[config.mk]
export PLATFORM = sky130hd
export DESIGN_NAME = ss_read_data
export DESIGN_NICKNAME = d
export VERILOG_FILES = /design/src/rtl/ss_read_data.sv
export SDC_FILE = /design/constraint.sdc
export NUM_CORES = 1
export LEC_CHECK = 0
export BUFFER_PORTS_ARGS = -buffer_cell sky130_fd_sc_hd__buf_2
export CORE_ASPECT_RATIO = 0.75
export CORE_MARGIN = 4
export CORE_UTILIZATION = 45
export DETAILED_ROUTE_END_ITERATION = 10
export GPL_TIMING_DRIVEN = 0
export MAX_ROUTING_LAYER = met4
export PLACE_DENSITY = 0.68
export SYNTH_ARGS = -nofsm -noshare
export SYNTH_HDL_FRONTEND = slang
export SYNTH_SLANG_ARGS = --single-unit
[constraint.sdc]
create_clock -name i_clk -period 3.1 [get_ports i_clk]
set_input_delay 0.155 -clock i_clk [delete_from_list [all_inputs] [get_ports i_clk]]
set_output_delay 0.155 -clock i_clk [all_outputs]
set_load 0.01 [all_outputs]
[src/rtl/ss_read_data.sv]
// BRAM read stage: streams words at addresses si..ei (inclusive) over valid/ready.
// A credit-limited FIFO of depth RD_LAT+1 absorbs read latency so stalls never lose words.
module ss_read_data #(
   parameter int SIZE_ADDR = 6,
   parameter int SIZE_DATA = 8,
   parameter int RD_LAT    = 1
) (
   input  logic                 i_clk,
   input  logic                 i_rst,
   input  logic                 i_start_read_data,
   input  logic [SIZE_ADDR-1:0] i_si_ram,
   input  logic [SIZE_ADDR-1:0] i_ei_ram,
   output logic                 o_re_ram,
   output logic [SIZE_ADDR-1:0] o_addr_ram,
   input  logic [SIZE_DATA-1:0] i_data_ram,
   output logic                 o_valid,
   output logic [SIZE_DATA-1:0] o_data,
   input  logic                 i_ready,
   output logic                 o_busy,
   output logic                 o_done_read_data
);

   localparam int DEPTH = RD_LAT + 1;
   localparam int PW    = $clog2(DEPTH);
   localparam int CW    = $clog2(DEPTH + 1);
   localparam logic [CW:0]        DEPTH_W  = (CW+1)'(DEPTH);
   localparam logic [PW-1:0]      PTR_LAST = PW'(DEPTH - 1);
   localparam logic [SIZE_ADDR:0] CNT_ONE  = (SIZE_ADDR+1)'(1);

   typedef enum logic [1:0] {S_IDLE, S_ISSUE, S_DRAIN, S_DONE} state_t;

   state_t               state_q, state_d;
   logic                 start_prev_q;
   logic [SIZE_ADDR-1:0] si_q, si_d, ei_q, ei_d, addr_q, addr_d;
   logic [SIZE_ADDR:0]   xfer_cnt_q, xfer_cnt_d, n_words;
   logic [RD_LAT-1:0]    infl_q, infl_d;
   logic [PW-1:0]        rd_ptr_q, rd_ptr_d, wr_ptr_q, wr_ptr_d;
   logic [CW-1:0]        count_q, count_d, infl_cnt;
   logic [CW:0]          occ_after;
   logic [SIZE_DATA-1:0] fifo_mem [DEPTH];
   logic                 start_edge, empty_range, issue, fifo_wr, fifo_rd, has_credit;

   assign start_edge  = i_start_read_data & ~start_prev_q;
   assign empty_range = si_q > ei_q;
   assign n_words     = {1'b0, ei_q} - {1'b0, si_q} + CNT_ONE;
   assign fifo_wr     = infl_q[RD_LAT-1];
   assign fifo_rd     = o_valid & i_ready;

   // In-flight read tracker: bit 0 marks this cycle's issue, the top bit marks returning data.
   assign infl_d[0] = issue;
   for (genvar gi = 1; gi < RD_LAT; gi++) begin : g_infl
      assign infl_d[gi] = infl_q[gi-1];
   end

   always_comb begin
      infl_cnt = '0;
      for (int i = 0; i < RD_LAT; i++) begin
         infl_cnt = infl_cnt + CW'(infl_q[i]);
      end
   end

   // A pop this cycle frees a slot before any read issued now can return, so count it as credit.
   assign occ_after  = {1'b0, count_q} + {1'b0, infl_cnt} - {{CW{1'b0}}, fifo_rd};
   assign has_credit = occ_after < DEPTH_W;

   always_comb begin
      state_d    = state_q;
      si_d       = si_q;
      ei_d       = ei_q;
      addr_d     = addr_q;
      issue      = 1'b0;
      xfer_cnt_d = xfer_cnt_q + (SIZE_ADDR+1)'(fifo_rd);
      case (state_q)
         S_IDLE: begin
            if (start_edge) begin
               si_d       = i_si_ram;
               ei_d       = i_ei_ram;
               addr_d     = i_si_ram;
               xfer_cnt_d = '0;
               state_d    = S_ISSUE;
            end
         end
         S_ISSUE: begin
            if (empty_range) begin
               state_d = S_DRAIN;
            end else if (has_credit) begin
               issue = 1'b1;
               if (addr_q == ei_q) begin
                  state_d = S_DRAIN;
               end else begin
                  addr_d = addr_q + SIZE_ADDR'(1);
               end
            end
         end
         S_DRAIN: begin
            if (empty_range || xfer_cnt_d == n_words) begin
               state_d = S_DONE;
            end
         end
         S_DONE: state_d = S_IDLE;
         default: state_d = S_IDLE;
      endcase
   end

   always_comb begin
      wr_ptr_d = wr_ptr_q;
      rd_ptr_d = rd_ptr_q;
      count_d  = count_q + CW'(fifo_wr) - CW'(fifo_rd);
      if (fifo_wr) begin
         wr_ptr_d = (wr_ptr_q == PTR_LAST) ? '0 : wr_ptr_q + PW'(1);
      end
      if (fifo_rd) begin
         rd_ptr_d = (rd_ptr_q == PTR_LAST) ? '0 : rd_ptr_q + PW'(1);
      end
   end

   always_ff @(posedge i_clk or posedge i_rst) begin
      if (i_rst) begin
         state_q      <= S_IDLE;
         start_prev_q <= 1'b0;
         si_q         <= '0;
         ei_q         <= '0;
         addr_q       <= '0;
         xfer_cnt_q   <= '0;
         infl_q       <= '0;
         rd_ptr_q     <= '0;
         wr_ptr_q     <= '0;
         count_q      <= '0;
      end else begin
         state_q      <= state_d;
         start_prev_q <= i_start_read_data;
         si_q         <= si_d;
         ei_q         <= ei_d;
         addr_q       <= addr_d;
         xfer_cnt_q   <= xfer_cnt_d;
         infl_q       <= infl_d;
         rd_ptr_q     <= rd_ptr_d;
         wr_ptr_q     <= wr_ptr_d;
         count_q      <= count_d;
      end
   end

   always_ff @(posedge i_clk) begin
      if (fifo_wr) begin
         fifo_mem[wr_ptr_q] <= i_data_ram;
      end
      if (!i_rst) begin
         assert (!(fifo_wr && !fifo_rd && count_q == CW'(DEPTH)));
      end
   end

   assign o_re_ram         = issue;
   assign o_addr_ram       = addr_q;
   assign o_valid          = count_q != '0;
   assign o_data           = o_valid ? fifo_mem[rd_ptr_q] : '0;
   assign o_busy           = state_q != S_IDLE;
   assign o_done_read_data = state_q == S_DONE;

endmodule

## After elaboration in Yosys (flattened, before gate mapping)

Memories as Yosys holds them, arrays and structs flattened.
Cells that the tools add are included.

- Register bits: 33
- RAM bits: 16
- Output and inout port bits: 18
- Memories: 1

Memories:

| memory | depth | width | read ports | clocked after memory_dff | wr ports | RTL line | source |
|---|---|---|---|---|---|---|---|
| fifo_mem | 2 | 8 | 1 | 0 | 1 | 40 | `logic [SIZE_DATA-1:0] fifo_mem [DEPTH];` |

- Add/sub/neg operators: 10
- $lt $le $gt $ge: 2
- Equality and inequality tests: 12
- Muxes and demuxes: 21
- Bitwise logic cells: 3
- Reduce and logical (&&, ||, !) cells: 8

Operators by type and width:

| operator | number |
|---|---|
| $mux 6 | 4 |
| $mux 7 | 2 |
| $pmux 6 s2 | 1 |
| $mux 2 | 5 |
| $ne 2x2->1 const B | 5 |
| $mux 8 | 1 |
| $pmux 2 s4 | 1 |
| $add 7x1->7 | 1 |
| $add 7x1->7 const B | 1 |
| $eq 7x7->1 | 1 |
| $mux 1 | 7 |
| $sub 6x6->7 | 1 |
| $add 6x1->6 const B | 1 |
| $eq 6x6->1 | 1 |
| $gt 6x6->1 | 1 |
| $ne 3x3->1 const B | 2 |
| $reduce_bool 2->1 | 3 |
| $reduce_and 5->1 | 1 |
| $eq 2x2->1 const B | 2 |
| $reduce_and 4->1 | 1 |
| $add 2x1->3 | 1 |
| $lt 3x2->1 const B | 1 |
| $sub 3x1->3 | 1 |
| $add 1x1->1 const B | 2 |
| other kinds (8) | 9 |

## Depth between registers and ports, before layout

- Depth after elaboration: 7
- Gate-level depth with buffers: 12
- Gate-level depth less buffers: 12

## Least setup slack after synthesis

Ideal clock, no wire load.

- Kind: register to register
- Start: register count_q[1]
- End: register state_q[1]
- Library setup time: 0.125 ns
- Arrival time: 2.739 ns
- Data required time: 2.975 ns
- Slack: 0.236 ns
- Stages on the path, launching flop included: 13
- Buffers on the path: 0
- Clock period less this slack: 2.864 ns
- Path through: dfrtp_1 > nor2_1 > nor2b_1 > ha_1 > inv_1 > ha_1 > fa_1 > xnor2_1 > nor2_1 > nand4_1 > a31oi_2 > o21ai_1 > mux2_4

- Cells in the longest elaborated chain, start to end: 7
- Elaborated cells between the ends (all ways): 11
- Classes of those cells: add/sub (3); order compare (1); eq/ne (3); bitwise (1); reduce/logical (3)

RTL lines:

| what | RTL line | source |
|---|---|---|
| start: declaration | 38 | `logic [CW-1:0] count_q, count_d, infl_cnt;` |
| start signal: assignment | 139 | `count_q <= count_d;` |
| $reduce_bool 2->1 | 154 | `assign o_valid = count_q != '0;` |
| $and 1x1->1 | 47 | `assign fifo_rd = o_valid & i_ready;` |
| $add 7x1->7 | 72 | `xfer_cnt_d = xfer_cnt_q + (SIZE_ADDR+1)'(fifo_rd);` |
| $eq 7x7->1 | 96 | `if (empty_range \|\| xfer_cnt_d == n_words) begin` |
| $logic_or 1x1->1 | 96 |  |
| $ne 2x2->1 (no source line) | -- |  |
| $reduce_and 4->1 (no source line) * | -- |  |
| end signal: assignment | 130 | `state_q <= state_d;` |
| end: declaration | 32 | `state_t state_q, state_d;` |

Every way passes the cells marked *; elsewhere a longest branch is shown, timed or not.
A chain may end at the register's enable or synchronous reset.

## Worst setup path after layout

- Start: register ei_q[1]
- End: register state_q[1]

- Cells in the longest elaborated chain, start to end: 6
- Elaborated cells between the ends (all ways): 12
- Classes of those cells: add/sub (2); order compare (1); eq/ne (5); mux (2); reduce/logical (2)

RTL lines:

| what | RTL line | source |
|---|---|---|
| start: declaration | 34 | `logic [SIZE_ADDR-1:0] si_q, si_d, ei_q, ei_d, addr_q, addr_d;` |
| start signal: assignment | 133 | `ei_q <= ei_d;` |
| $sub 6x6->7 | 45 | `assign n_words = {1'b0, ei_q} - {1'b0, si_q} + CNT_ONE;` |
| $add 7x1->7 | 45 |  |
| $eq 7x7->1 | 96 |  |
| $logic_or 1x1->1 | 96 |  |
| $ne 2x2->1 (no source line) | -- |  |
| $reduce_and 4->1 (no source line) | -- |  |

Parallel ways exist; a longest one is shown, timed or not.

==> flow_summary.toml <==
[global_routing]
grt_pass1_wl_um = 8910
gr-usage-all-layers_pct = 15.7
use_met2_pct = 24.2
antenna_found_initial = 0
overflow = 0
first_global_vias = 1880
busiest_layer = "met2"
grt_start_max_net_pins = 34
use_met3_pct = 3.11
use_met1_pct = 21.6

[worst_setup_path]
cpPeakStageDelay_ns = 0.44
worst-setup-path-type = "flip-flop to flip-flop"
worstPathRequired_ns = 3.29
arrival_ns = 3.07
crit_chain = "inv_1, ha_1, inv_1, ha_1, inv_1, fa_1, xnor2_1, xnor2_1, nand4_1, nor4_2, o21ai_1, mux2_4"
timing.critical_path.mode_cell = "inv_1"
crit_family = "adder cells"
cp_num_buf_inv = 3
cp_max_fo = 3
critical-path-slowest-cell = "dfrtp_1"
critPathLaunchType = "flip-flop"
end_kind = "flip-flop"

[run]
cap_violations = 0

[routing]
vias = 1938
drcViolationCount = 0
routedWlPerCell_um = 14.0
routed_wl_um = 5410
ant_nets = 0
vias_per_cell = 5.02
drt_iter0_drc = 59
firstDrtPassIters = 4

[sta]
finalMaxSlewViolations = 0
maxSlewHeadroom_pct = 53.2
timing.hold.ws_ns = -0.0500
worstMarginPinSlew_ns = 0.701
finClkSkew_ns = 0.00957
fin_crit_sh_pct = 92.9
grt_setup_unrepaired = "no"
setup_violations = 0
min_period_ns = 2.88
maxClockFrequency_mhz = 347
hold_viol = 33

[logic_synthesis]
synth_edf_count = 16
muxShareOfSynthArea_pct = 3.81
synth_seq_area_share_pct = 47.3
synthCells = 255
yosys_register_bits = 49
synthArstFlopShare_pct = 67.3
yosys.area_share.xor_xnor_pct = 9.56
ys_top_cells_by_area = "dfrtp_1 (30%), edfxtp_1 (17%), ha_1 (11%)"
synth_top_family_by_area = "simple AND/OR/NAND/NOR gates"
synth_cell_types = 42
yosysTopAreaCellShare_pct = 29.9
ys_warn_count = 0
synthFlopType = "dfrtp_1"
syn_nets = 306
yosys.area_share.adder_pct = 13.1
avgSynthCellArea_um2 = 10.8
syn_area_um2 = 2760
synth-compound-area-share_pct = 8.84
synth_simple_gate_area_share_pct = 13.2
synth_top_cell_by_area = "dfrtp_1"

[outcome]
violations = "negative hold slack"
status = "finished, violations left"

[clock_tree]
clock-sinks = 49
htreeDepth = 2
cts_root_buf = "clkbuf_8"
clk_pin_slew_ns = 0.10
clk_latency_ns = 0.30
clockBufferDepth = 2
cts_tree = "yes"
cts_inserted_buffers = 5

[die]
pin_count = 42
rows = 24
die_area_um2 = 7460
die_x_um = 98.4
core_um2 = 5890
die_h_um = 75.8
initial_utilization_pct = 46.9

[finish]
area_growth_pct = 16.0
multi_input_area_um2 = 1360
fillers = 543
drive_above_1_share_pct = 21.1
final_cell_mix = "buf_2 (41), dfrtp_1 (33), ha_1 (24)"
regArea_um2 = 1310
finish.net_count = 358
n_antenna_cell = 0
final_common_cell = "buf_2"

[power]
power.total_mw = 3.62
power.density_nw_per_um2 = 1130
vdd_drop_max_uv = 471
p_leak_nw = 1.45

[place]
dp_hpwl_um = 4170
port_buffers = 41
gp_congestion = 0.829

[hold_path]
min_path_type = "input port to asynchronous set/reset pin"
==> power breakdown <==
group / internal, mW / switching (mW) / total [mW]
Sequential: 0.900 / 0.214 / 1.11
Combinational: 0.987 / 1.13 / 2.12
Clock: 0.161 / 0.227 / 0.387
Total: 2.05 / 1.57 / 3.62
==> final timing paths <==
check                              startpoint              to  slack (ns)  cells after the start
max in group asynchronous               i_rst    start_prev_q        2.69                      2
worst max register to register        ei_q[1]      state_q[1]        0.22                     12
worst max-delay path                  ei_q[1]      state_q[1]        0.22                     12
worst min register to register        fifo_wr        wr_ptr_q        0.49                      1
worst min-delay path                    i_rst   xfer_cnt_q[1]       -0.05                      2
min in group i_clk              i_data_ram[2]  fifo_mem[1][2]        0.04                      1
==> flip-flops by register name (all words and copies together) (netlist names) <==
| register | cells |
|---|---|
| state_q | 2 |
| o_addr_ram | 6 |
| fifo_wr | 1 |
| start_prev_q | 1 |
| count_q | 2 |
| fifo_mem | 16 |
| rd_ptr_q | 1 |
| si_q | 6 |
| xfer_cnt_q | 7 |
| ei_q | 6 |
| wr_ptr_q | 1 |
==> cell families (layout without fill, tap and decap cells) <==
| logic type | count (synthesis) | after routing |
|---|---|---|
| adders and majority gates | 27 | 27 |
| DFF | 49 | 49 |
| muxes | 10 | 10 |
| AOI/OAI and AO/OA | 40 | 41 |
| and+or+nand+nor | 74 | 74 |
| xor gates and xnor gates | 26 | 26 |
| buffers and inverters | 29 | 81 |
==> Yosys cell counts (2+ instances only) <==
| master | n |
|---|---|
| and3_1 | 2 |
| clkbuf_1 | 4 |
| nand2_1 | 20 |
| and2_1 | 5 |
| xnor2_1 | 10 |
| a21oi_1 | 10 |
| xor2_1 | 13 |
| ha_1 | 24 |
| nand4_1 | 5 |
| inv_1 | 24 |
| o21ai_0 | 15 |
| edfxtp_1 | 16 |
| nor2_1 | 23 |
| fa_1 | 3 |
| or2_2 | 2 |
| nand2b_1 | 5 |
| dfrtp_1 | 33 |
| o22ai_1 | 4 |
| nand3_1 | 6 |
| mux2i_1 | 9 |
==> per-stage QoR <==
step	std cells	instance area, µm²	TNS (ns)	setup slack [ns]	util [%]
3_3_place_gp	374	3060	-1.37	-0.215	52.0
6_report	386	3200	0	0.220	54.4
2_1_floorplan	255	2760	0	0.236	-
4_1_cts	383	3180	0	0.108	54.0
3_5_place_dp	374	3060	-1.97	-0.293	52.0
5_1_grt	386	3200	0	0.0345	54.4
==> worst reg2reg max path: cells and delay by family, from the launching register on <==
family / cells / cell delay [ns]
DFF: 1 / 0.44
buffers and inverters: 3 / 0.23
xor gates and xnor gates: 2 / 0.33
AOI/OAI and AO/OA: 1 / 0.15
adders and majority gates: 3 / 0.88
and+or+nand+nor: 2 / 0.44
muxes: 1 / 0.31
==> layer usage <==
metal | routed length, µm | share of wire (%)
met5 | 0 | 0
met4 | 36 | 0.67
met3 | 240 | 4.4
met2 | 2430 | 45
met1 | 2700 | 50
==> what timing repair did <==
action,CTS,global route
cloned,0,1
setup endpoints to repair,9,8
hold buffers,1,0
gates resized for setup,3,0
buffers inserted,0,2
pin swaps,0,3
hold endpoints to repair,1,0
==> final cells by class <==
type	count	share of cell area, %
clock inverter	3	0.664
buffer	5	0.821
sequential	49	40.8
clock buffer	5	2.15
timing repair buffer	44	7.19
multi-input combinational	178	42.5
inverter	24	2.81
tap	78	3.05
No activity file was read; power rests on OpenSTA's default activity.
